## src/rtl/sonar_tx_array.sv

```systemverilog
// sonar_tx_array: multi-channel phased-array ultrasound transmitter.
// A shared frame timer starts every channel once per TX period; each channel
// waits its own delay, then plays a PAT_W-bit phase-coded, masked carrier burst.
// Optional feature macro: SONAR_TX_DEADTIME_EN adds complementary wave_n outputs
// with DEAD cycles of dead time around every edge (H-bridge drive).
module sonar_tx_array #(
    parameter int N_CH  = 4,
    parameter int PAT_W = 16,
    parameter int HP_W  = 16,
    parameter int DLY_W = 16
`ifdef SONAR_TX_DEADTIME_EN
    ,
    parameter int DEAD  = 2
`endif
) (
    input  logic                  clk,
    input  logic                  rstn,
    input  logic                  enable,
    input  logic [HP_W-1:0]       half_period,
    input  logic [PAT_W-1:0]      pattern,
    input  logic [PAT_W-1:0]      mask,
    input  logic [15:0]           pulse_len,
    input  logic [31:0]           tx_period,
    input  logic [N_CH*DLY_W-1:0] ch_delay,
    input  logic [N_CH-1:0]       ch_enable,
    output logic [N_CH-1:0]       wave,
`ifdef SONAR_TX_DEADTIME_EN
    output logic [N_CH-1:0]       wave_n,
`endif
    output logic                  frame_sync,
    output logic                  busy
);

    // Bit-cycle counter must hold 2*hp*pl without overflow.
    localparam int CW = HP_W + 17;
    localparam int BW = (PAT_W > 1) ? $clog2(PAT_W) : 1;

    typedef enum logic [1:0] {IDLE, DELAY, BURST} state_t;

    logic [31:0]      frame_cnt;
    logic             frame_start;
    logic [HP_W-1:0]  hp_sh;
    logic [PAT_W-1:0] pat_sh;
    logic [PAT_W-1:0] mask_sh;
    logic [15:0]      pl_sh;
    logic [HP_W-1:0]  hp_eff;
    logic [15:0]      pl_eff;
    logic [HP_W-1:0]  half_last;
    logic [CW-1:0]    bit_last;
    logic [N_CH-1:0]  active;

    // The all-ones idle value is >= any tx_period, so the first enabled edge wraps.
    assign frame_start = enable && (frame_cnt >= tx_period);

    // Zero half_period / pulse_len behave as 1.
    assign hp_eff    = (hp_sh == '0) ? HP_W'(1) : hp_sh;
    assign pl_eff    = (pl_sh == '0) ? 16'd1 : pl_sh;
    assign half_last = hp_eff - HP_W'(1);
    assign bit_last  = ((CW'(hp_eff) * CW'(pl_eff)) << 1) - CW'(1);

    assign busy = |active;

    // Frame timer, frame_sync strobe and per-frame shadow capture.
    always_ff @(posedge clk) begin
        // NOTE: sequential state uses non-blocking assignments so every register
        // samples the pre-edge values regardless of statement order.
        if (!rstn) begin
            frame_cnt  <= '1;
            frame_sync <= 1'b0;
            hp_sh      <= '0;
            pat_sh     <= '0;
            mask_sh    <= '0;
            pl_sh      <= '0;
        end else if (!enable) begin
            frame_cnt  <= '1;
            frame_sync <= 1'b0;
        end else begin
            frame_sync <= frame_start;
            if (frame_start) begin
                frame_cnt <= '0;
                hp_sh     <= half_period;
                pat_sh    <= pattern;
                mask_sh   <= mask;
                pl_sh     <= pulse_len;
            end else begin
                frame_cnt <= frame_cnt + 32'd1;
            end
        end
    end

    for (genvar i = 0; i < N_CH; i++) begin : g_ch
        state_t           state;
        logic [DLY_W-1:0] dly_cnt;
        logic [HP_W-1:0]  half_cnt;
        logic [CW-1:0]    bit_cnt;
        logic [BW-1:0]    bit_idx;
        logic             phase;
        logic             raw_p;
        logic             wave_q;

        assign active[i] = (state != IDLE);
        assign wave[i]   = wave_q;

        // Carrier level this channel would drive for the current cycle.
        always_comb begin
            // NOTE: default first so no path through this block infers a latch.
            raw_p = 1'b0;
            if (enable && state == BURST)
                raw_p = (pat_sh[bit_idx] ^ phase) & mask_sh[bit_idx];
        end

        // Channel sequencer: IDLE -> DELAY -> BURST, restarted by every frame.
        // ch_delay / ch_enable are consumed only at the capture edge, so loading
        // them straight into the counter is the same as reading their shadow.
        always_ff @(posedge clk) begin
            if (!rstn) begin
                state    <= IDLE;
                dly_cnt  <= '0;
                half_cnt <= '0;
                bit_cnt  <= '0;
                bit_idx  <= '0;
                phase    <= 1'b0;
            end else if (!enable) begin
                state <= IDLE;
            end else if (frame_start) begin
                half_cnt <= '0;
                bit_cnt  <= '0;
                bit_idx  <= '0;
                phase    <= 1'b0;
                dly_cnt  <= ch_delay[i*DLY_W +: DLY_W];
                if (!ch_enable[i])
                    state <= IDLE;
                else if (ch_delay[i*DLY_W +: DLY_W] == '0)
                    state <= BURST;
                else
                    state <= DELAY;
            end else begin
                case (state)
                    DELAY: begin
                        // Leaving at count 1 makes BURST begin exactly d cycles after the frame.
                        if (dly_cnt == DLY_W'(1)) state <= BURST;
                        dly_cnt <= dly_cnt - 1'b1;
                    end
                    BURST: begin
                        if (half_cnt == half_last) begin
                            half_cnt <= '0;
                            phase    <= ~phase;
                        end else begin
                            half_cnt <= half_cnt + 1'b1;
                        end
                        if (bit_cnt == bit_last) begin
                            bit_cnt <= '0;
                            if (bit_idx == BW'(PAT_W - 1)) state <= IDLE;
                            else bit_idx <= bit_idx + 1'b1;
                        end else begin
                            bit_cnt <= bit_cnt + 1'b1;
                        end
                    end
                    default: ;
                endcase
            end
        end

`ifdef SONAR_TX_DEADTIME_EN
        localparam int DW = (DEAD > 1) ? $clog2(DEAD + 1) : 1;
        logic          raw_n;
        logic          tgt_p;
        logic          tgt_n;
        logic [DW-1:0] dead_cnt;
        logic          wave_n_q;

        assign raw_n     = enable && state == BURST &&
                           (~(pat_sh[bit_idx] ^ phase) & mask_sh[bit_idx]);
        assign wave_n[i] = wave_n_q;

        // Dead-time insertion: any change of the leg pair blanks both legs DEAD cycles.
        always_ff @(posedge clk) begin
            if (!rstn) begin
                tgt_p    <= 1'b0;
                tgt_n    <= 1'b0;
                dead_cnt <= '0;
                wave_q   <= 1'b0;
                wave_n_q <= 1'b0;
            end else begin
                tgt_p <= raw_p;
                tgt_n <= raw_n;
                if ({raw_p, raw_n} != {tgt_p, tgt_n}) begin
                    dead_cnt <= DW'(DEAD);
                    wave_q   <= 1'b0;
                    wave_n_q <= 1'b0;
                end else if (dead_cnt > DW'(1)) begin
                    dead_cnt <= dead_cnt - 1'b1;
                    wave_q   <= 1'b0;
                    wave_n_q <= 1'b0;
                end else begin
                    dead_cnt <= '0;
                    wave_q   <= raw_p;
                    wave_n_q <= raw_n;
                end
            end
        end
`else
        // Registered carrier output.
        always_ff @(posedge clk) begin
            if (!rstn) wave_q <= 1'b0;
            else       wave_q <= raw_p;
        end
`endif
    end

endmodule
```

## config.mk

```make
export PLATFORM = sky130hd
export DESIGN_NAME = sonar_tx_array
export DESIGN_NICKNAME = d
export VERILOG_FILES = /design/src/rtl/sonar_tx_array.sv
export SDC_FILE = /design/constraint.sdc
export NUM_CORES = 2
export LEC_CHECK = 0
export CORE_ASPECT_RATIO = 1.25
export CORE_MARGIN = 3
export CORE_UTILIZATION = 33
export DETAILED_ROUTE_END_ITERATION = 7
export HOLD_SLACK_MARGIN = 0.15
export SETUP_SLACK_MARGIN = 0.05
export SYNTH_ARGS = -nofsm -noshare
export SYNTH_HDL_FRONTEND = slang
export SYNTH_SLANG_ARGS = --single-unit
```

## constraint.sdc

```tcl
create_clock -name clk -period 16.7 [get_ports clk]
set_input_delay 3.34 -clock clk [delete_from_list [all_inputs] [get_ports clk]]
set_output_delay 3.34 -clock clk [all_outputs]
set_load 0.05 [all_outputs]
```

==> results.cfg <==
[synth]
yosysTopAreaCellShare_pct = 23.4
synth_edf_count = 0
synth.distinct_cells = 92
synthTopCellsByArea = dfxtp_1 23%, fa_1 12%, xnor2_1 7.0%
yosysTopAreaCell = dfxtp_1
syn-num-nets = 4464
ys_ff_latch = 389
syn_inst = 3944
synth.most_common_cell = nand2_1
synthTopCellsByCount = 425 x nand2_1, 389 x dfxtp_1, 295 x inv_1, 267 x xnor2_1, 255 x nor2_1
yosys_warnings = 0
syn_area_per_cell_um2 = 8.44
synthesis.area_um2 = 33300
synth_ff_type = dfxtp_1
synth_seq_area_share_pct = 23.4
async_flop_share_pct = 0

[worst_hold_path]
hold_start = g_ch[1].half_cnt[14]$_SDFFE_PN0P_
hold_depth = 2
hold_path_class = register to register
hold_path_end = g_ch[1].half_cnt[14]$_SDFFE_PN0P_

[grt]
grt_pass1_wl_mm = 166
grt_max_degree = 86
antenna_found_initial = 2
grt_pass1_vias = 28465
globalRouteTotalUtil_pct = 19.7
grt_overflow = 0

[setup_path]
endpoint_kind = register
path_max_fanout = 31
start_kind = register
worstSetupPathType = register to register
cp_top_family = simple AND/OR/NAND/NOR gates
cp.arrival_ns = 11.56
path_buf_inv = 1
worstPathRequired_ns = 17.11
reg2reg_to = g_ch[2].bit_cnt[22]$_SDFFE_PN0P_
max_stage_delay_ns = 0.96
cp_cell_sequence = nor4_2 -> and4_1 -> o21ai_0 -> fa_1 -> fa_1 -> fa_1 -> fa_1 -> fa_1 -> fa_1 -> inv_1 -> ha_1 -> a21oi_1 -> o21ai_0 -> a221oi_1 -> and3_1 -> o22ai_1 -> nor4_1 -> and3_1 -> xnor3_1 -> a2111oi_0 -> nand4_1 -> or2_2 -> nor2_4 -> nor3_1
r2r_setup_slack_ns = 5.55
crit_top_cell = fa_1
reg2reg_depth = 24
slowest_stage = nor4_1
rr_startpoint = hp_sh[4]$_SDFFE_PN0P_

[sta]
tns_ns = 0
maxSlewViolCount = 0
max_freq_ghz = 0.0896
setup_violations = 0
hold_viol = 0
tightest_slew_ns = 1.21
setup_slack_ns = 5.55
rsz0062_at_grt = no
relSlewSlack_pct = 18.8
skew_ns = 0.0752
finalCritPeriodShare_pct = 66.8
period_needed_ns = 11.15

[placement]
pre_cts_ws_ns = 5.83
io_buffers = 172
place_congestion = 0.959
dp_hpwl_mm = 81.1
place_inst = 5243

[floorplanning]
die_width_um = 290
dieArea_um2 = 105000
rows = 129
core-area_um2 = 99400
pin_count = 173
die-height_um = 361
initial_core_util_pct = 33.5

[pwr]
cellLeakagePower_nw = 14.5
power.density_nw_per_um2 = 84.2
peakVddDrop_v = 0.0000732

[detailed_routing]
drt-met1-wl_mm = 43.7
drt_iter0_drc = 2107
drc = 0
via_per_inst = 5.43
vias = 28903
met3_length_mm = 5.41
wl_met2_mm = 52.1
wl_mm = 106
top_layer_used = met4
wl_per_cell_um = 19.9
ant_nets = 0
drt_first_pass_iters = 6

[cells_and_area]
syn2layout_area_growth_pct = 13.3
layout.cells.non_filler = 5325
nNetsFinal = 4499
drive_above_1_share_pct = 5.23

[clocking]
cts_made_buffers = 44
clock_sinks = 389
clkTransAtPathRegs_ns = 0.06
clockBufferDepth = 3
cts_setup_buffers = 0
tritoncts = built
clkLatencyLatePin_ns = 0.64
cts-htree-levels = 2
cts_root_buffer = clkbuf_16
ctsResizeCount = 0
holdBufCountCts = 0

[run_status]
status = complete, no violations

[run]
cap_violations = 0
==> per-layer routing <==
layer  vias up  track usage (%)
li1      13748                -
met1     14040             24.2
met2       867             34.8
met3       248             2.60
met4         0             8.27
met5         -                0
==> cells in the final DEF, fill, tap and decap left out, types with 81 or more instances in the layout <==
master           instances
nor3_1                 166
nor2_1                 253
nor4_1                  81
nand4_1                 92
xor2_1                 170
fa_1                   194
nand2_1                424
a21oi_1                102
nand3_1                135
xnor2_1                267
ha_1                   159
o21ai_0                130
and2_1                 111
inv_1                  295
dfxtp_1                389
clkdlybuf4s50_1        171
and3_1                  85
==> registers in the layout (all words and copies together) (netlist names) <==
| name | cells |
|---|---|
| mask_sh | 16 |
| frame_cnt | 32 |
| g_ch.wave_q | 4 |
| g_ch.phase | 4 |
| hp_sh | 16 |
| frame_sync | 1 |
| pat_sh | 16 |
| g_ch.bit_idx | 16 |
| g_ch.half_cnt | 64 |
| pl_sh | 16 |
| g_ch.state | 8 |
| g_ch.dly_cnt | 64 |
| g_ch.bit_cnt | 132 |
==> layout make-up <==
| cell class | instances | area [um2] |
|---|---|---|
| inverter | 296 | 1110 |
| sequential | 389 | 7790 |
| fill | 10190 | 61700 |
| multi-input combinational | 3030 | 23600 |
| tap | 1310 | 1640 |
| antenna | 2 | 5.00 |
| clock inverter | 15 | 241 |
| timing repair buffer | 218 | 2060 |
| clock buffer | 65 | 1280 |
==> cells by family after synthesis <==
group,count (synthesis),share of synthesized area [%]
AO/OA/AOI/OAI,603,12.9
XOR/XNOR,467,13.6
adder cells (fa/ha/maj),353,17.7
buffers and inverters,525,6.02
flip-flops,389,23.4
multiplexers,56,2.99
AND/OR/NAND/NOR,1551,23.5
==> per-stage QoR <==
stage	total power [mW]	instance area (um2)	hold slack, ns	utilization (%)
final	3.17	37700	0.490	37.9
after global routing	3.33	37700	0.511	37.9
after CTS	3.19	37700	0.495	37.9
after detailed placement	2.13	36200	0.483	36.4
after global placement	2.13	36200	0.476	36.4
after floorplan	1.80	33300	0.458	-
==> power breakdown <==
group | switching, mW | internal [mW] | total (mW)
logic | 0.668 | 0.444 | 1.11
clock network | 0.431 | 0.610 | 1.04
registers | 0.0568 | 0.964 | 1.02
==> worst register-to-register path, delay by kind of cell (launching register included) <==
kind | cells | cell delay (ns)
compound gates | 6 | 2.05
xor+xnor | 1 | 0.23
fa+ha+maj | 7 | 3.58
buf+inv | 1 | 0.04
flops | 1 | 0.57
simple gates | 9 | 4.47
==> worst max-delay path by stage <==
stage / from / end / slack, ns / cells past startpoint
5_1_grt: hp_sh[4]$_SDFFE_PN0P_ / g_ch[3].bit_cnt[32]$_SDFFE_PN0P_ / 4.84 / 23
4_1_cts: hp_sh[4]$_SDFFE_PN0P_ / g_ch[3].bit_cnt[32]$_SDFFE_PN0P_ / 5.73 / 23
2_1_floorplan: hp_sh[7]$_SDFFE_PN0P_ / g_ch[3].bit_idx[3]$_SDFFE_PN0P_ / 7.60 / 31
6_report: hp_sh[4]$_SDFFE_PN0P_ / g_ch[2].bit_cnt[22]$_SDFFE_PN0P_ / 5.55 / 24
3_3_place_gp: hp_sh[4]$_SDFFE_PN0P_ / g_ch[3].bit_cnt[32]$_SDFFE_PN0P_ / 5.95 / 24
3_5_place_dp: hp_sh[4]$_SDFFE_PN0P_ / g_ch[3].bit_cnt[32]$_SDFFE_PN0P_ / 5.83 / 23
(Power assumes the default switching activity.)
